### config.mk
export PLATFORM = sky130hd
export DESIGN_NAME = oflow_core_fsm_top
export DESIGN_NICKNAME = d
export VERILOG_FILES = /design/src/rtl/oflow_core_fsm_top_pkg.sv /design/src/rtl/oflow_core_pe_mask_gen.sv /design/src/rtl/oflow_core_fsm_top.sv
export SDC_FILE = /design/constraint.sdc
export NUM_CORES = 1
export LEC_CHECK = 0
export CORE_MARGIN = 8
export CORE_UTILIZATION = 45
export DETAILED_ROUTE_END_ITERATION = 10
export GPL_TIMING_DRIVEN = 0
export PLACE_DENSITY = 0.67
export SYNTH_ARGS = -nofsm -noshare
export SYNTH_HDL_FRONTEND = slang
export SYNTH_SLANG_ARGS = --single-unit
### constraint.sdc
create_clock -name clk -period 6.55 [get_ports clk]
set_input_delay 0.9825 -clock clk [delete_from_list [all_inputs] [get_ports clk]]
set_output_delay 0.9825 -clock clk [all_outputs]
set_load 0.005 [all_outputs]
### src/rtl/oflow_core_fsm_top_pkg.sv
// Shared oflow core constants, the frame sequencer state type and the
// bbox-count to set-count helper.
package oflow_core_define;

  localparam int unsigned PE_NUM          = 24;
  localparam int unsigned SET_LEN         = 6;
  localparam int unsigned REMAIN_BBOX_LEN = 10;

  typedef enum logic [2:0] {
    StIdle,
    StStart,
    StNewSet,
    StWaitFe,
    StHold,
    StWaitReg,
    StDone
  } oflow_core_top_state_t;

  // ceil(n / PE_NUM); the divisor is a constant, so this folds to fixed logic
  function automatic logic [SET_LEN-1:0] calc_num_of_sets(input logic [REMAIN_BBOX_LEN-1:0] n);
    logic [REMAIN_BBOX_LEN:0] padded;
    padded = {1'b0, n} + (REMAIN_BBOX_LEN + 1)'(PE_NUM - 1);
    return SET_LEN'(padded / (REMAIN_BBOX_LEN + 1)'(PE_NUM));
  endfunction

endpackage

### src/rtl/oflow_core_pe_mask_gen.sv
// Thermometer encoder: the low min(count, PE_NUM) bits of mask are set.
module oflow_core_pe_mask_gen
  import oflow_core_define::*;
(
  input  logic [REMAIN_BBOX_LEN-1:0] count,
  output logic [PE_NUM-1:0]          mask
);

  always_comb begin
    mask = '0;
    for (int unsigned i = 0; i < PE_NUM; i++) begin
      mask[i] = (count > REMAIN_BBOX_LEN'(i));
    end
  end

endmodule

### src/rtl/oflow_core_fsm_top.sv
// Frame-level sequencer: splits a frame's bboxes into PE_NUM-sized sets and
// keeps at most one set in registration while the next set runs FE.
module oflow_core_fsm_top
  import oflow_core_define::*;
(
  input  logic                       clk,
  input  logic                       reset,
  input  logic                       start_frame,
  input  logic [REMAIN_BBOX_LEN-1:0] num_of_bboxes_in,
  input  logic                       done_fe,
  input  logic                       done_registration,
  output logic                       start_pe,
  output logic                       new_set,
  output logic [SET_LEN-1:0]         num_of_sets,
  output logic [REMAIN_BBOX_LEN-1:0] counter_of_remain_bboxes,
  output logic [PE_NUM-1:0]          active_pe_mask,
  output logic                       busy,
  output logic                       done_frame
);

  oflow_core_top_state_t state_q, state_d;

  logic [SET_LEN-1:0]         num_of_sets_q, num_of_sets_d;
  logic [SET_LEN-1:0]         sets_issued_q, sets_issued_d;
  logic [SET_LEN-1:0]         fe_done_cnt_q, fe_done_cnt_d;
  logic [SET_LEN-1:0]         reg_done_cnt_q, reg_done_cnt_d;
  logic [SET_LEN-1:0]         reg_cnt_eff;
  logic [REMAIN_BBOX_LEN-1:0] remain_q, remain_d;
  logic                       reg_hit;
  logic                       launch_ok;

  always_comb begin
    // A registration pulse counts this cycle unless every issued set is already registered
    reg_hit     = done_registration && (state_q != StIdle) && (reg_done_cnt_q < sets_issued_q);
    reg_cnt_eff = reg_done_cnt_q + SET_LEN'(reg_hit);
    // reg_cnt_eff >= sets_issued - 1, written without underflow
    launch_ok   = ({1'b0, reg_cnt_eff} + (SET_LEN + 1)'(1)) >= {1'b0, sets_issued_q};

    state_d        = state_q;
    num_of_sets_d  = num_of_sets_q;
    sets_issued_d  = sets_issued_q;
    fe_done_cnt_d  = fe_done_cnt_q;
    reg_done_cnt_d = reg_cnt_eff;
    remain_d       = remain_q;

    unique case (state_q)
      StIdle: begin
        reg_done_cnt_d = '0;
        if (start_frame) begin
          num_of_sets_d = calc_num_of_sets(num_of_bboxes_in);
          if (num_of_bboxes_in != '0) begin
            remain_d = num_of_bboxes_in;
            state_d  = StStart;
          end else begin
            // Empty frame: zero sets, so WAIT_REG completes on the next cycle
            state_d = StWaitReg;
          end
        end
      end
      StStart:  state_d = StNewSet;
      StNewSet: state_d = StWaitFe;
      StWaitFe: begin
        if (done_fe) begin
          fe_done_cnt_d = fe_done_cnt_q + SET_LEN'(1);
          if (sets_issued_q == num_of_sets_q) begin
            state_d = StWaitReg;
          end else if (launch_ok) begin
            state_d = StNewSet;
          end else begin
            state_d = StHold;
          end
        end
      end
      StHold: begin
        if (launch_ok) state_d = StNewSet;
      end
      StWaitReg: begin
        if (reg_cnt_eff == num_of_sets_q) state_d = StDone;
      end
      StDone: begin
        state_d        = StIdle;
        remain_d       = '0;
        sets_issued_d  = '0;
        fe_done_cnt_d  = '0;
        reg_done_cnt_d = '0;
      end
      default: state_d = StIdle;
    endcase

    // Counter update lands with new_set so the mask always matches the set being launched
    if (state_d == StNewSet) begin
      sets_issued_d = sets_issued_q + SET_LEN'(1);
      if (state_q != StStart) begin
        remain_d = (remain_q > REMAIN_BBOX_LEN'(PE_NUM)) ?
                   remain_q - REMAIN_BBOX_LEN'(PE_NUM) : '0;
      end
    end
  end

  always_ff @(posedge clk or posedge reset) begin
    if (reset) begin
      state_q        <= StIdle;
      num_of_sets_q  <= '0;
      sets_issued_q  <= '0;
      fe_done_cnt_q  <= '0;
      reg_done_cnt_q <= '0;
      remain_q       <= '0;
    end else begin
      state_q        <= state_d;
      num_of_sets_q  <= num_of_sets_d;
      sets_issued_q  <= sets_issued_d;
      fe_done_cnt_q  <= fe_done_cnt_d;
      reg_done_cnt_q <= reg_done_cnt_d;
      remain_q       <= remain_d;
    end
  end

  oflow_core_pe_mask_gen u_mask_gen (
    .count (remain_q),
    .mask  (active_pe_mask)
  );

  assign start_pe                 = (state_q == StStart);
  assign new_set                  = (state_q == StNewSet);
  assign done_frame               = (state_q == StDone);
  assign busy                     = (state_q != StIdle) && (state_q != StDone);
  assign num_of_sets              = num_of_sets_q;
  assign counter_of_remain_bboxes = remain_q;

endmodule
; ---- Yosys cells after proc, flatten, opt, wreduce, memory -nomap -nowiden
; Cells that the tools add are included.
[op_classes]
magnitude_cmp = 27
reduce_logical = 9
div = 1
n_eq_ne = 11
add_sub_neg = 5
muxes = 17
[ops]
columns = op, count
row1 = $gt A10 B5 Y1 const B, 9
row2 = $gt A10 B4 Y1 const B, 8
row3 = $mux W10, 5
row4 = $gt A10 B3 Y1 const B, 4
row5 = $mux W3, 7
row6 = $gt A10 B1 Y1 const B, 2
row7 = $gt A10 B2 Y1 const B, 2
row8 = $pmux W10 S2, 1
row9 = $mux W6, 3
row10 = $pmux W3 S6, 1
row11 = $eq A6 B6 Y1, 2
row12 = $add A10 B5 Y11 const B, 1
row13 = $div A11 B5 Y11 const B, 1
row14 = $reduce_bool A10 Y1, 1
row15 = $sub A10 B5 Y10 const B, 1
row16 = $eq A3 B2 Y1 const B, 3
row17 = $eq A3 B3 Y1 const B, 3
row18 = $add A6 B1 Y7 const B, 1
row19 = $ge A7 B6 Y1, 1
row20 = $add A6 B1 Y6, 1
row21 = $add A6 B1 Y6 const B, 1
row22 = $lt A6 B6 Y1, 1
row23 = $eq A3 B1 Y1 const B, 1
row24 = $logic_and A1 B1 Y1, 3
row25 = other kinds (7), 7
[totals]
in_bits = 15
word_cells = 75
reg_bits = 31
out_inout_bits = 44

; ---- Depth between registers and ports, before layout
; Gate-level depths: netlist of the first run.
[depth]
word_depth = 12
depth_mapped = 24

; ---- Hierarchy
; Synthesis of the first run repeated with hierarchy kept, for this count alone.
[unflattened]
cells_unflattened = 369
hier_area_um2 = 2976.6
[by_module_without_submodules]
columns = module, seq_area_each_um2, cells_each, n_inst, area_each_um2
row1 = oflow_core_fsm_top, 775.7, 319, 1, 2706.3
row2 = oflow_core_pe_mask_gen, 0.0, 50, 1, 270.3

; ---- Worst setup path after synthesis of the first run
; OpenSTA, ideal clock, no wires.
[synth_timing]
path_kind = reg2reg
start = register sets_issued_q[1]
end = register sets_issued_q[3]
t_arrival_ns = 4.402
period_less_slack_ns = 4.537
stages_incl_launch_ff = 25
path_slack_ns = 2.013
n_path_buf = 1
cell_sequence = dfrtp_1 inv_1 ha_1 a21o_1 a21o_1 a21oi_1 nor2b_1 o21ai_0 nor4bb_1 ha_1 ha_1 nand3_1 xor2_1 nor4_1 xnor2_1 ha_1 and3_1 a21oi_1 o21ai_0 o21a_1 o21ai_2 clkbuf_1 nor2_1 o21ai_0 o21ai_0
[synth_between]
elab_chain_cells = 11
elab_cells_between_ends = 17
[synth_rtl]
columns = item, line
row1 = "start, declared", oflow_core_fsm_top.sv:24  ; logic [SET_LEN-1:0] sets_issued_q, sets_issued_d;
row2 = "start signal, assigned", oflow_core_fsm_top.sv:111  ; sets_issued_q <= sets_issued_d;
row3 = $lt A6 B6 Y1, oflow_core_fsm_top.sv:34  ; reg_hit = done_registration && (state_q != StIdle) && (reg_done_cnt_q < sets_issued_q);
row4 = $logic_and A1 B1 Y1, oflow_core_fsm_top.sv:34
row5 = $add A6 B1 Y6, oflow_core_fsm_top.sv:35  ; reg_cnt_eff = reg_done_cnt_q + SET_LEN'(reg_hit);
row6 = $add A6 B1 Y7, oflow_core_fsm_top.sv:37  ; launch_ok = ({1'b0, reg_cnt_eff} + (SET_LEN + 1)'(1)) >= {1'b0, sets_issued_q};
row7 = $ge A7 B6 Y1, oflow_core_fsm_top.sv:37
row8 = $mux W3, oflow_core_fsm_top.sv:67  ; end else if (launch_ok) begin
row9 = $mux W3, oflow_core_fsm_top.sv:65  ; if (sets_issued_q == num_of_sets_q) begin
row10 = $mux W3, oflow_core_fsm_top.sv:63  ; if (done_fe) begin
row11 = $pmux W3 S6, oflow_core_fsm_top.sv:46  ; unique case (state_q)
row12 = $eq A3 B2 Y1, oflow_core_fsm_top.sv:91  ; if (state_d == StNewSet) begin
row13 = $mux W6 or $reduce_bool A2 Y1 (tied branches), n/a
; Parallel ways exist; a longest one is shown, timed or not.
; A chain may end at the register's enable or synchronous reset.

; ---- Final worst setup path of the first run
; Ends and elaborated chain as after synthesis.

==> results of run 1 <==
==> sequential cells by signal, summed over array words and instances (netlist names) <==
register                  count
counter_of_remain_bboxes     10
state_q                       3
reg_done_cnt_q                6
sets_issued_q                 6
num_of_sets                   6
==> cells by family (layout without fill, tap and decap cells) <==
group,after synthesis,after routing,share of synthesized area (%)
xor gates and xnor gates,32,32,8.48
adders and majority gates,20,20,7.57
DFF,31,31,23.5
and+or+nand+nor,161,161,26.5
muxes,1,1,0.303
buffers and inverters,44,109,5.64
AOI/OAI and AO/OA,138,138,28.1
==> path summary, 6_finish.rpt <==
kind | from | slack (ns) | cells past startpoint | end
max in group asynchronous | reset | 5.13 | 3 | state_q[2]
worst max-delay path | sets_issued_q[1] | 1.26 | 24 | sets_issued_q[3]
worst max register to register | sets_issued_q[1] | 1.26 | 24 | sets_issued_q[3]
worst min-delay path | sets_issued_q[5] | 0.53 | 1 | sets_issued_q[5]
min in group asynchronous | reset | 0.97 | 2 | sets_issued_q[0]
worst min register to register | sets_issued_q[5] | 0.53 | 1 | sets_issued_q[5]
==> routing by layer <==
metal,part of all wire [%],vias up,GRT usage (%)
met5,0,-,0
met4,1.9,0,6.76
met3,4.6,15,2.06
met2,48,98,31.2
met1,45,1672,25.2
li1,-,1691,-
==> power by group through the flow <==
stage	combinational [W]	clock [W]	sequential (W)
floorplan	0.000647	0	0.000365
global placement	0.000969	0	0.000391
detailed placement	0.000984	0	0.000392
CTS	0.000991	0.000204	0.000389
global route	0.00111	0.000213	0.000406
finish	0.000990	0.000201	0.000390
==> metrics by stage <==
step	utilization, %	instances
6_report	57.6	591
5_1_grt	57.6	591
4_1_cts	57.3	590
3_5_place_dp	55.6	582
3_3_place_gp	55.6	582
2_1_floorplan	-	427
==> cell usage in the layout, fill, tap and decap left out, drive strengths merged, types with 4 or more instances in the layout <==
cell           count
ha                20
a21oi             22
a21o               9
o21ai             48
nor3              13
or3                4
nor2              29
clkbuf            17
nor2b             11
clkdlybuf4s50     56
o22ai              5
inv               21
nand2             34
and2               5
a211oi             5
and3               7
xnor2             18
a22oi              7
xor2              14
nand3             17
a31oi              8
nand4              4
dfrtp             31
nor4               7
o211ai             5
buf               12
nand2b            13
==> cell type report <==
type | count | area [sq um] | area share (%)
Clock inverter | 2 | 35.0 | 0.847
Clock buffer | 6 | 82.6 | 2.00
Tap cell | 99 | 124 | 2.99
Buffer | 22 | 104 | 2.51
Inverter | 22 | 82.6 | 2.00
Sequential cell | 31 | 776 | 18.8
Timing Repair Buffer | 57 | 588 | 14.2
Multi-Input combinational cell | 352 | 2340 | 56.7
==> critical path, stage by stage, from the launching register on <==
cell	delay (ns)
dfrtp_1	0.43
inv_1	0.11
ha_1	0.31
a21o_1	0.16
a21o_1	0.18
a21oi_1	0.14
nor2b_1	0.05
o21ai_0	0.12
nor4bb_1	0.37
ha_1	0.32
ha_1	0.25
nand3_1	0.10
xor2_1	0.44
nor4_1	0.16
xnor2_1	0.15
ha_1	0.32
and3_1	0.18
a21oi_1	0.09
o21ai_0	0.15
o21a_1	0.25
o21ai_2	0.23
clkbuf_1	0.34
nor2_1	0.08
o21ai_0	0.13
o21ai_0	0.10
==> impl_results.rst, run 1 <==
.. list-table::
   :header-rows: 1

   * - Metric
     - Value
   * - Area grow syn2layout
     - 25.1%
   * - Vertical die dimension
     - 102 um
   * - Sequential Power Share
     - 24.6%
   * - Effective utilization at floorplan
     - 46.1%
   * - Combinational share of power
     - 62.6%
   * - Crit share post-route
     - 80.7%
   * - Most frequent cell after synthesis
     - o21ai_0
   * - Primary flip-flop cell chosen by synthesis mapping
     - dfrtp_1
   * - Final nets
     - 526
   * - TritonCTS clock tree
     - yes
   * - Post-synthesis cell type with the largest combined area
     - dfrtp_1
   * - Clock Sinks
     - 31
   * - Vias in the first global route
     - 3,179
   * - Final total negative setup slack
     - 0 ns
   * - Wire length of the first global-routing pass
     - 16,000 um
   * - Measured slew at the worst slew-check pin
     - 0.785 ns
   * - #FFs+latches synth
     - 31
   * - Lkg Pwr
     - 1.65 nW
   * - CTS max path bufs
     - 2
   * - Biggest fanout along the worst timing path
     - 10
   * - Gate count of the mapped netlist
     - 427
   * - CP endpoint kind
     - flip-flop
   * - Overall Global Routing Usage
     - 19.1%
   * - Final Hold Viols
     - 0
   * - Total non-filler cell area in the finished layout
     - 4140 sq um
   * - Unrepaired setup endpoints after global routing
     - false
   * - Half-perimeter wire length after placement
     - 7590 um
   * - Clock insertion delay at the later pin of the skew report
     - 0.29 ns
   * - Weighted congestion at the end of routability-driven global placement
     - 0.952
   * - Nature of the critical path startpoint
     - flip-flop
   * - Internal power component
     - 0.000870 W
   * - Detailed Route WL
     - 9760 um
   * - Outcome
     - complete, no violations
   * - Async set or reset register ratio after synthesis
     - 100%
   * - Post-route ant nets
     - 0
   * - Core area
     - 7180 sq um
   * - Switching part of the total power
     - 45.0%
   * - P_sw
     - 0.000711 W
   * - Post-CTS Hold Fix Bufs
     - 0
   * - Proportion of synthesized chip area in sequential cells
     - 23.5%
   * - Unique masters post-synth
     - 74
   * - Data arrival time at the worst-slack endpoint
     - 5.44 ns
   * - Total vias in the final route
     - 3,476
   * - Synth warn
     - 0
   * - Biggest area contributors in the synthesized netlist
     - dfrtp_1 (23%), ha_1 (7.6%), o21ai_0 (6.1%), xnor2_1 (4.8%), nand2_1 (3.9%)
   * - Clock input transition at the sequential cells of the worst setup and hold paths
     - 0.07 ns
   * - Post-Synthesis Mean Instance Area
     - 7.74 sq um
   * - Final setup fails
     - 0
   * - Slew Limit Fails
     - 0
   * - Number of buffers added by the clock tree synthesis step
     - 5
   * - Number of antenna violations at the first check in global routing
     - 0
   * - Total power
     - 0.00158 W
   * - Class of the tightest hold or removal check
     - reg -> reg
   * - DIE AREA
     - 10,300 sq um
   * - Clock Skews
     - 0.0100 ns
   * - Number of instances resized during post-cts repair
     - 0
   * - Required time at the worst-slack endpoint
     - 6.71 ns
   * - Number of diodes
     - 0
   * - Postcts setup bufs
     - 0
   * - Port Buffers
     - 56
   * - Crit path kind
     - reg -> reg
   * - Nets in the synthesized netlist
     - 462
   * - DRC errors left
     - 0
   * - Worst-case setup margin in the final layout
     - 1.26 ns
   * - Area share of the largest cell type after synthesis
     - 23.5%
   * - WL per Instance
     - 16.5 um
   * - Die width
     - 102 um
   * - Period minus WS final
     - 5.29 ns
   * - Row count
     - 31
   * - Final-layout fill cell count
     - 696
   * - Worst slew margin relative to its limit
     - 47.2%
   * - Worst vdd ir
     - 119 uV
   * - Final hold slack
     - 0.530 ns
   * - Worst slack at placement
     - 1.27 ns
   * - Placed cell areas
     - 3990 sq um
   * - Count of flip-flops with a built-in enable after synthesis
     - 0
   * - Vias per cell
     - 5.88
   * - Root Driver
     - clkbuf_8
   * - Remaining Overflow, GRT
     - 0
   * - Commonest cells post-synth
     - o21ai_0 (40), nand2_1 (34), dfrtp_1 (31)
   * - Detailed-routing iteration count for the pre-antenna-repair pass
     - 5
   * - Ratio of cells with drive above 1 in the final layout
     - 8.13%
   * - CTS HTree Levels
     - 2
   * - Maximum Capacitance Violations
     - 0
   * - Highest clock frequency the design can meet
     - 0.189 GHz
   * - P per Cell Area
     - 382 nW/um^2
   * - Clk network pwr share
     - 12.7%
   * - Post-synthesis instance area
     - 3310 sq um
   * - Boundary pin count
     - 59
   * - Pin count of the biggest net entering global routing
     - 32
   * - First DRT Iteration DRCs
     - 149
No activity file was read; power rests on OpenSTA's default activity.
==> run 2: changes to the inputs <==
clock period = 4.93 ns   (was 6.55 ns; I/O delays follow)
==> run 2 against run 1 <==
Effect of this change: clock skew rose by 0.0032 ns; worst hold slack worse by 0.0029 ns; via count increased by 0.43%; critical endpoint is now counter_of_remain_bboxes[2]; largest cell class unchanged; largest power group unchanged; highest routed layer unchanged.
==> impl_results.rst, run 2 (synthesis gave the netlist of run 1 again) <==
.. list-table::
   :header-rows: 1

   * - Metric
     - Value
   * - Outcome
     - complete, no violations
   * - Multi-input gate area in the final layout
     - 2460 sq um (+4.7%)
   * - TritonCTS clock tree
     - yes
   * - Lkg Pwr
     - 1.70 nW (+3.1%)
   * - List of cells traversed by the critical path
     - ha_1 > a21o_1 > a21o_1 > a21oi_1 > nor2b_1 > o21ai_0 > nor4bb_4 > ha_2 > buf_4 > nand3_2 > xor2_4 > nor4_4 > xnor2_1 > ha_1 > and3_1 > a21oi_2 > o21ai_2 > o21a_1 > o21ai_2 > or3b_1 > clkbuf_4 > nand2_1 > a22o_1
   * - Flip-flop count of the largest register after layout
     - 10 (unchanged)
   * - Area grow syn2layout
     - 29.9%
   * - Half-perimeter wire length after placement
     - 7590 um (unchanged)
   * - Class of the tightest hold or removal check
     - reg -> reg
   * - Data arrival time at the worst-slack endpoint
     - 4.80 ns (-0.64 ns)
   * - CTS max path bufs
     - 2 (unchanged)
   * - Slew Limit Fails
     - 0 (unchanged)
   * - Detailed-routing iteration count for the pre-antenna-repair pass
     - 4 (-1)
   * - Core area
     - 7180 sq um (unchanged)
   * - Row count
     - 31 (unchanged)
   * - Die width
     - 102 um (unchanged)
   * - Final-layout fill cell count
     - 674 (-3.2%)
   * - Port Buffers
     - 56 (unchanged)
   * - Total non-filler cell area in the finished layout
     - 4290 sq um (+3.8%)
   * - Hold Path Stages
     - 1 (unchanged)
   * - Final hold slack
     - 0.528 ns (-0.00290 ns)
   * - Number of cell instances on the worst register-to-register path
     - 23 (-4.2%)
   * - Final Hold Viols
     - 0 (unchanged)
   * - Boundary pin count
     - 59 (unchanged)
   * - DRC errors left
     - 0 (unchanged)
   * - Clock insertion delay at the later pin of the skew report
     - 0.29 ns (about the same)
   * - WL per Instance
     - 16.5 um (about the same)
   * - Number of diodes
     - 0 (unchanged)
   * - Ratio of cells with drive above 1 in the final layout
     - 12.1% (+3.9 points)
   * - Clock Sinks
     - 31 (unchanged)
   * - CTS HTree Levels
     - 2 (unchanged)
   * - Post-route ant nets
     - 0 (unchanged)
   * - Highest clock frequency the design can meet
     - 0.216 GHz (+14%)
   * - Measured slew at the worst slew-check pin
     - 0.781 ns (-0.00431 ns)
   * - Total power
     - 0.00218 W (+38%)
   * - Worst vdd ir
     - 164 uV (+38%)
   * - P per Cell Area
     - 508 nW/um^2 (+33%)
   * - DIE AREA
     - 10,300 sq um (unchanged)
   * - Wire length of the first global-routing pass
     - 16,100 um (+0.60%)
   * - Vertical die dimension
     - 102 um (unchanged)
   * - Biggest fanout along the worst timing path
     - 7 (-3)
   * - Crit path kind
     - reg -> reg
   * - Overall Global Routing Usage
     - 19.2% (+0.10 points)
   * - Number of buffers added by the clock tree synthesis step
     - 5 (unchanged)
   * - Total vias in the final route
     - 3,491 (+0.43%)
   * - Storage cell area
     - 778 sq um (+0.32%)
   * - Placed cell areas
     - 3990 sq um (unchanged)
   * - Number of antenna violations at the first check in global routing
     - 0 (unchanged)
   * - Nature of the critical path startpoint
     - flip-flop
   * - Crit share post-route
     - 93.8% (+13 points)
   * - Top library cells by usage in the layout, fill and taps aside
     - clkdlybuf4s50_1 (56), o21ai_0 (38), nand2_1 (34)
   * - Remaining Overflow, GRT
     - 0 (unchanged)
   * - Vias in the first global route
     - 3,200 (+0.66%)
   * - Worst slew margin relative to its limit
     - 47.5% (+0.29 points)
   * - CP max-delay cell
     - dfrtp_2
   * - Most common library cell in the layout ignoring fill and taps
     - clkdlybuf4s50_1
   * - Clock Skews
     - 0.0132 ns (+0.00321 ns)
   * - Period minus WS final
     - 4.62 ns (-0.661 ns)
   * - Effective utilization at floorplan
     - 46.1% (unchanged)
   * - Required time at the worst-slack endpoint
     - 5.10 ns (-1.61 ns)
   * - Largest stage delay on the critical path
     - 0.47 ns (+0.03 ns)
   * - Pin count of the biggest net entering global routing
     - 32 (unchanged)
   * - Weighted congestion at the end of routability-driven global placement
     - 0.952 (unchanged)
   * - Detailed Route WL
     - 9840 um (+0.83%)
   * - Final setup fails
     - 0 (unchanged)
   * - Final nets
     - 531 (+0.95%)
   * - Vias per cell
     - 5.86 (-0.41%)
   * - Root Driver
     - clkbuf_8
   * - First DRT Iteration DRCs
     - 163 (+9.4%)
   * - Clock input transition at the sequential cells of the worst setup and hold paths
     - 0.08 ns (about the same)
   * - CP endpoint kind
     - flip-flop
   * - Final total negative setup slack
     - 0 ns (unchanged)
   * - Maximum Capacitance Violations
     - 0 (unchanged)
-- run 2: per-layer routing --
layer	track usage [%]	wire, um	up-vias
met5	0	0	-
met4	6.87	194	0
met3	1.99	438	15
met2	31.5	4820	87
met1	25.3	4390	1685
li1	-	-	1704
-- run 2: power breakdown --
part	switching (W)	internal [W]
combinational	0.000708	0.000688
clock	0.000101	0.000164
sequential	0.000160	0.000360
-- run 2: repair_timing --
action,in CTS,in global routing
buffers inserted,1,4
hold buffers,0,0
gates resized for setup,6,19
endpoints found under the setup margin,14,17
pin swaps,2,3
endpoints found under the hold margin,0,0
-- run 2: metrics by stage --
step,worst slack (ns),std cells,utilization [%]
2_1_floorplan,0.393,427,-
3_3_place_gp,-0.243,582,55.6
5_1_grt,-0.0211,596,59.8
4_1_cts,0.0135,591,57.8
6_report,0.305,596,59.8
3_5_place_dp,-0.354,582,55.6
-- run 2: worst paths after layout --
| path | start | end | slack [ns] |
|---|---|---|---|
| max in group asynchronous | reset | counter_of_remain_bboxes[3] | 3.76 |
| min in group asynchronous | reset | sets_issued_q[0] | 0.73 |
| max | reg_done_cnt_q[1] | counter_of_remain_bboxes[2] | 0.31 |
| min | sets_issued_q[5] | sets_issued_q[5] | 0.53 |
| min reg2reg | sets_issued_q[5] | sets_issued_q[5] | 0.53 |
| max reg2reg | reg_done_cnt_q[1] | counter_of_remain_bboxes[2] | 0.31 |
-- run 2: worst max-delay path, delay by kind of cell (launching register included) --
kind	cells	cell delay, ns
AO/OA/AOI/OAI	9	1.44
XOR/XNOR	2	0.37
adder cells (fa/ha/maj)	3	0.85
buffers and inverters	2	0.30
flip-flops	1	0.47
AND/OR/NAND/NOR	7	1.09
-- run 2: final cells by class --
| type | count | area share [%] |
|---|---|---|
| Clock inverter | 2 | 0.816 |
| Buffer | 22 | 2.56 |
| Timing Repair Buffer | 62 | 14.6 |
| Clock buffer | 6 | 1.92 |
| Multi-Input combinational cell | 352 | 57.2 |
| Inverter | 22 | 1.92 |
| Tap cell | 99 | 2.88 |
| Sequential cell | 31 | 18.1 |
==> run 3: changes to the inputs <==
clock period = 4.6 ns   (was 4.93 ns; I/O delays follow)
==> run 3 against run 2 <==
Effect of this change: design area is 2.5% higher; via count increased by 2.7%; sequential power increased by 6.9%; worst hold slack improved by 0.0068 ns; combinational power rose by 15%; global-route usage grew 0.13 points; critical path type unchanged.
==> impl_results.rst, run 3 (synthesis gave the netlist of run 1 again) <==
.. list-table::
   :header-rows: 1

   * - Metric
     - Value
   * - Total vias in the final route
     - 3,584 (+2.7%)
   * - Clk network pwr share
     - 11.7% (-0.4 points)
   * - Core area
     - 7180 sq um (unchanged)
   * - Class of the tightest hold or removal check
     - reg -> reg
   * - Overall Global Routing Usage
     - 19.3% (+0.13 points)
   * - Post-route ant nets
     - 0 (unchanged)
   * - Port Buffers
     - 56 (unchanged)
   * - Crit. path cell count
     - 23 (unchanged)
   * - Required time at the worst-slack endpoint
     - 4.78 ns (-0.32 ns)
   * - Vias in the first global route
     - 3,194 (-0.19%)
   * - Wire length of the first global-routing pass
     - 16,200 um (+0.55%)
   * - Weighted congestion at the end of routability-driven global placement
     - 0.952 (unchanged)
   * - Boundary pin count
     - 59 (unchanged)
   * - Pin count of the biggest net entering global routing
     - 32 (unchanged)
   * - Row count
     - 31 (unchanged)
   * - Detailed-routing iteration count for the pre-antenna-repair pass
     - 7 (+3)
   * - Top library cells by usage in the layout, fill and taps aside
     - clkdlybuf4s50_1 (56), o21ai_0 (37), nand2_1 (33)
   * - Final total negative setup slack
     - 0 ns (unchanged)
   * - Buffer and inverter count on the worst path
     - 1 (-1)
   * - Outcome
     - complete, no violations
   * - Crit path kind
     - reg -> reg
   * - Number of buffers added by the clock tree synthesis step
     - 5 (unchanged)
   * - Die width
     - 102 um (unchanged)
   * - Data arrival time at the worst-slack endpoint
     - 4.62 ns (-0.18 ns)
   * - Flip-flop count of the largest register after layout
     - 10 (unchanged)
   * - Post-CTS Hold Fix Bufs
     - 0 (unchanged)
   * - DIE AREA
     - 10,300 sq um (unchanged)
   * - DRC errors left
     - 0 (unchanged)
   * - CP top delay family
     - compound AO/OA/AOI/OAI gates
   * - Clock insertion delay at the later pin of the skew report
     - 0.29 ns (about the same)
   * - WL per Instance
     - 17.0 um (+2.9%)
   * - P per Cell Area
     - 557 nW/um^2 (+9.7%)
   * - Area grow syn2layout
     - 33.1%
   * - TritonCTS clock tree
     - yes
   * - Clock Sinks
     - 31 (unchanged)
   * - CP max-delay cell
     - dfrtp_2
   * - Worst slew margin relative to its limit
     - 47.7% (+0.15 points)
   * - Placed cell areas
     - 3990 sq um (unchanged)
   * - Final Hold Viols
     - 0 (unchanged)
   * - Biggest fanout along the worst timing path
     - 7 (unchanged)
   * - Maximum Capacitance Violations
     - 0 (unchanged)
   * - Number of cell instances on the worst register-to-register path
     - 23 (unchanged)
   * - Total non-filler cell area in the finished layout
     - 4400 sq um (+2.5%)
   * - Switching part of the total power
     - 44.4% (about the same)
   * - Internal power component
     - 0.00136 W (+12%)
   * - First DRT Iteration DRCs
     - 169 (+3.7%)
   * - CTS HTree Levels
     - 2 (unchanged)
   * - Clock Skews
     - 0.0137 ns (+0.000452 ns)
   * - CTS max path bufs
     - 2 (unchanged)
   * - List of cells traversed by the critical path
     - ha_4 > a21o_1 > a21o_1 > a21oi_2 > nor2b_1 > o21ai_1 > nor4bb_4 > ha_2 > ha_4 > nand3_4 > xor2_4 > nor4_4 > xnor2_1 > ha_1 > and3_4 > a21oi_2 > o21ai_2 > o21a_1 > o21ai_4 > or3b_1 > buf_6 > nand2_2 > a22o_1
   * - Combinational share of power
     - 65.7% (+1.7 points)
   * - Vertical die dimension
     - 102 um (unchanged)
   * - Number of antenna violations at the first check in global routing
     - 0 (unchanged)
   * - P_sw
     - 0.00109 W (+12%)
   * - Sequential Power Share
     - 22.7% (-1.1 points)
   * - CP endpoint kind
     - flip-flop
   * - Remaining Overflow, GRT
     - 0 (unchanged)
   * - Lkg Pwr
     - 1.74 nW (+2.1%)
   * - Number of diodes
     - 0 (unchanged)
   * - Hold Path Stages
     - 1 (unchanged)
   * - Largest stage delay on the critical path
     - 0.45 ns (-0.02 ns)
   * - Half-perimeter wire length after placement
     - 7590 um (unchanged)
   * - Most common library cell in the layout ignoring fill and taps
     - clkdlybuf4s50_1
   * - Vias per cell
     - 5.95 (+1.6%)
   * - Final hold slack
     - 0.534 ns (+0.00679 ns)
   * - Period minus WS final
     - 4.45 ns (-0.178 ns)
   * - Nature of the critical path startpoint
     - flip-flop
   * - Effective utilization at floorplan
     - 46.1% (unchanged)
   * - Layout Cells excl Fill
     - 602 (+1.0%)
   * - Detailed Route WL
     - 10,200 um (+3.9%)
   * - Worst vdd ir
     - 188 uV (+15%)
   * - Highest clock frequency the design can meet
     - 0.225 GHz (+4.0%)
   * - Number of placed cells counting well taps
     - 582 (unchanged)
   * - Ratio of cells with drive above 1 in the final layout
     - 14.5% (+2.4 points)
   * - Utilization of the core after routing
     - 61.3% (+1.5 points)
   * - Final nets
     - 537 (+1.1%)
   * - Measured slew at the worst slew-check pin
     - 0.779 ns (-0.00217 ns)
   * - Crit share post-route
     - 96.7% (+2.9 points)
   * - Final setup fails
     - 0 (unchanged)
   * - Clock input transition at the sequential cells of the worst setup and hold paths
     - 0.08 ns (about the same)
   * - Root Driver
     - clkbuf_8
   * - Slew Limit Fails
     - 0 (unchanged)
[run 3: changes by cell type in the layout (fill, tap and decap cells not counted), sizes merged]
| cell | before | now |
|---|---|---|
| clkbuf | 18 | 16 |
| buf | 16 | 24 |
[run 3: what timing repair did]
action                                  in CTS  in global routing
gates resized for setup                     13                 26
endpoints found under the setup margin      17                 16
setup buffers                                3                  8
pin swaps                                    4                 12
[run 3: power by group through the flow]
stage                     clock [W]  combinational (W)  sequential [W]
final                      0.000286            0.00161        0.000556
after floorplan                   0           0.000922        0.000520
after global placement            0            0.00138        0.000556
after CTS                  0.000291            0.00147        0.000551
after detailed placement          0            0.00140        0.000558
after global routing       0.000304            0.00179        0.000577
[run 3: routing by layer]
| layer | up-vias | wire length [um] | track usage, % |
|---|---|---|---|
| li1 | 1724 | - | - |
| met1 | 1733 | 4460 | 25.3 |
| met2 | 110 | 5070 | 31.9 |
| met3 | 17 | 482 | 2.06 |
| met4 | 0 | 221 | 6.64 |
| met5 | - | 0 | 0 |
[run 3: metrics by stage]
step,worst slack [ns],total power (W)
after global routing,-0.126,0.00267
after CTS,0.0177,0.00231
after global placement,-0.573,0.00194
after detailed placement,-0.684,0.00196
final,0.154,0.00245
after floorplan,0.0625,0.00144
[run 3: final timing paths]
check | startpoint | endpoint | slack, ns
max | reg_done_cnt_q[1] | counter_of_remain_bboxes[2] | 0.15
min | sets_issued_q[5] | sets_issued_q[5] | 0.53
max reg2reg | reg_done_cnt_q[1] | counter_of_remain_bboxes[2] | 0.15
min reg2reg | sets_issued_q[5] | sets_issued_q[5] | 0.53
max in group asynchronous | reset | state_q[1] | 3.48
min in group asynchronous | reset | sets_issued_q[0] | 0.68
[run 3: layout make-up]
cell class	instances	area [sq um]
Buffer	22	118
Clock buffer	6	82.6
Clock inverter	2	35.0
Fill cell	663	2780
Inverter	22	82.6
Multi-Input combinational cell	352	2510
Sequential cell	31	778
Tap cell	99	124
Timing Repair Buffer	68	671
[run 3: worst register-to-register path, delay by kind of cell (launching register included)]
kind                       cells  cell delay, ns
AOI/OAI and AO/OA              9            1.37
adders and majority gates      4            1.06
and+or+nand+nor                7            1.00
DFF                            1            0.45
xor gates and xnor gates       2            0.32
buffers and inverters          1            0.13
==> RTL edit: new RTL, flow settings as in run 2 <==
`REMAIN_BBOX_LEN`: 10 -> 11.
--- a/src/rtl/oflow_core_fsm_top_pkg.sv
+++ b/src/rtl/oflow_core_fsm_top_pkg.sv
@@ -5,5 +5,5 @@
   localparam int unsigned PE_NUM          = 24;
   localparam int unsigned SET_LEN         = 6;
-  localparam int unsigned REMAIN_BBOX_LEN = 10;
+  localparam int unsigned REMAIN_BBOX_LEN = 11;
 
   typedef enum logic [2:0] {
Ports: changed (resized counter_of_remain_bboxes and num_of_bboxes_in); port bits go from 59 to 61. No check against the original RTL was run, so the function may have changed too.
==> RTL edit against run 2 <==
  * Setup slack got worse by 0.064 ns
  * Wire length increased by 1.7%
  * Area after synthesis rose by 2.9%
  * Critical path depth is the same
  * Final cell count increased by 2.2%
  * Synthesized cell count up 2.8%
  * Final area rose by 1.1%
  * Non-clock buffer count is 1 higher
  * Power grew 14%
  * Sequential cell count rose by 1
==> RTL edit: results (changes against run 2) <==
INFO  metric synthMuxAreaShare = 0.441% (+0.14 points)
INFO  metric grt.met1_usage = 25.2% (-0.054 points)
INFO  metric yosysUniqueCellTypes = 68 (-8.1%)
INFO  metric power.static_leakage = 1.75 nW (+3.0%)
INFO  metric reg2reg_from = sets_issued_q[1]
INFO  metric outcome = complete, no violations
INFO  metric dpl_worst_slack = -0.437 ns (-0.0834 ns)
INFO  metric drive_above_1_share = 8.82% (-3.2 points)
INFO  metric timing.critical_path.fanout_max = 5 (-2)
INFO  metric largest_register_ff_count = 11 (+1)
INFO  metric share_of_the_synthesized_area_in_compound_gates_ao_oa_aoi_oai = 26.7% (-1.3 points)
INFO  metric vias_per_cell = 5.84 (-0.37%)
INFO  metric hold_depth = 2 (+1)
INFO  metric min-delay-path-class = flop to flop
INFO  metric whs_endpoint = sets_issued_q[4]
INFO  metric yosys.area_share.adder = 8.09% (+0.52 points)
INFO  metric dp_hpwl = 7530 um (-0.78%)
INFO  metric antenna_cells_inserted = 0 (unchanged)
INFO  metric globalplace.congestion = 0.860 (-9.6%)
INFO  metric hp-start = sets_issued_q[4]
INFO  metric holdWs = 0.561 ns (+0.0334 ns)
INFO  metric timing.rr.end = sets_issued_q[2]
INFO  metric drtPass1Iterations = 5 (+1)
INFO  metric path_clk_slew = 0.06 ns (-0.02 ns)
INFO  metric grt_first_pass_wirelength = 15900 um (-1.2%)
INFO  metric synthesis.nets = 477 (+3.2%)
INFO  metric fin_ws = 0.241 ns (-0.0643 ns)
INFO  metric wire_per_inst = 16.4 um (-0.43%)
INFO  metric placedInstanceArea = 4110 sq um (+2.9%)
INFO  metric grt_pass1_vias = 3209 (+0.28%)
INFO  metric synth_top_area_cells = dfrtp_1 24%, ha_1 8.1%, nand2_1 4.4%
INFO  metric power.ir.vdd_worst = 180 uV (+9.6%)
INFO  metric tightest_slew_margin_relative_to_the_limit = 47.8% (+0.26 points)
INFO  metric post_synth_xor_area_fraction = 10.5% (+2.0 points)
INFO  metric grt_use_total = 18.6% (-0.54 points)
INFO  metric drtIter0Drc = 178 (+9.2%)
INFO  metric worst_ep_arrival_time = 4.85 ns (+0.05 ns)
INFO  metric nNetsFinal = 547 (+3.0%)
INFO  metric place.port_buffers = 58 (+3.6%)
INFO  metric sequential_fraction_of_the_synthesis_area = 23.5% (+0.080 points)
INFO  metric synth_commonest_cells = 40 x nand2_1, 38 x nor2_1, 32 x dfrtp_1
INFO  metric grt_max_degree = 33 (+3.1%)
INFO  metric use_met3 = 2.36% (+0.37 points)
INFO  metric fin_skew = 0.0143 ns (+0.00106 ns)
-- RTL edit: cell families (layout without fill, tap and decap cells) --
family                     after synthesis  in the layout
and+or+nand+nor                        173            174
AOI/OAI and AO/OA                      133            133
buffers and inverters                   42            112
xor gates and xnor gates                36             36
DFF                                     32             32
adders and majority gates               22             22
muxes                                    1              1
-- RTL edit: worst max path at each step --
| stage | endpoint | startpoint |
|---|---|---|
| after floorplan | sets_issued_q[2] | sets_issued_q[1] |
| after global placement | sets_issued_q[2] | sets_issued_q[1] |
| after detailed placement | sets_issued_q[2] | sets_issued_q[1] |
| after CTS | sets_issued_q[2] | sets_issued_q[1] |
| after global routing | sets_issued_q[4] | sets_issued_q[1] |
| final | sets_issued_q[2] | sets_issued_q[1] |
-- RTL edit: worst max-delay path: stages, from the launching register on --
cell	delay, ns
dfrtp_1	0.42
inv_1	0.10
ha_1	0.29
a21o_1	0.15
a21o_1	0.18
a21oi_1	0.14
nor2b_1	0.06
o21ai_0	0.17
nor4bb_2	0.27
ha_2	0.28
ha_4	0.18
nand3_2	0.11
xor2_4	0.21
nor4_4	0.19
xnor2_1	0.11
ha_1	0.31
nand3_1	0.10
o21ai_2	0.24
o21ai_0	0.14
a211oi_2	0.40
buf_4	0.18
a31oi_2	0.11
nand2_1	0.11
o311ai_1	0.10
-- RTL edit: repair_timing --
action	4_1_cts	5_1_grt
pin swaps	1	5
setup buffers	0	5
cloned	0	1
resized for setup	11	10
setup endpoints to repair	16	17
-- RTL edit: per-stage QoR --
step	utilization, %	std cells
floorplan	-	439
global placement	56.3	596
detailed placement	56.3	596
CTS	58.1	603
global route	59.5	609
finish	59.5	609
-- RTL edit: area by class of cell --
| cell class | instances | area (sq um) | share of cell area [%] |
|---|---|---|---|
| Buffer | 22 | 95.1 | 2.19 |
| Multi-Input combinational cell | 366 | 2540 | 58.5 |
| Sequential cell | 32 | 801 | 18.4 |
| Tap cell | 99 | 124 | 2.85 |
| Clock inverter | 1 | 7.51 | 0.173 |
| Clock buffer | 7 | 86.3 | 1.99 |
| Timing Repair Buffer | 63 | 618 | 14.2 |
| Inverter | 19 | 71.3 | 1.64 |
-- RTL edit: power by group --
group | switching, mW | total, mW | internal, mW
registers | 0.144 | 0.510 | 0.366
logic | 0.922 | 1.76 | 0.840
clock network | 0.105 | 0.219 | 0.113
total | 1.17 | 2.49 | 1.32
-- RTL edit: routing by layer --
metal | vias up | routed length, um
met1 | 1662 | 4600
met2 | 126 | 4680
li1 | 1754 | -
met4 | 0 | 151
met5 | - | 0
met3 | 12 | 577
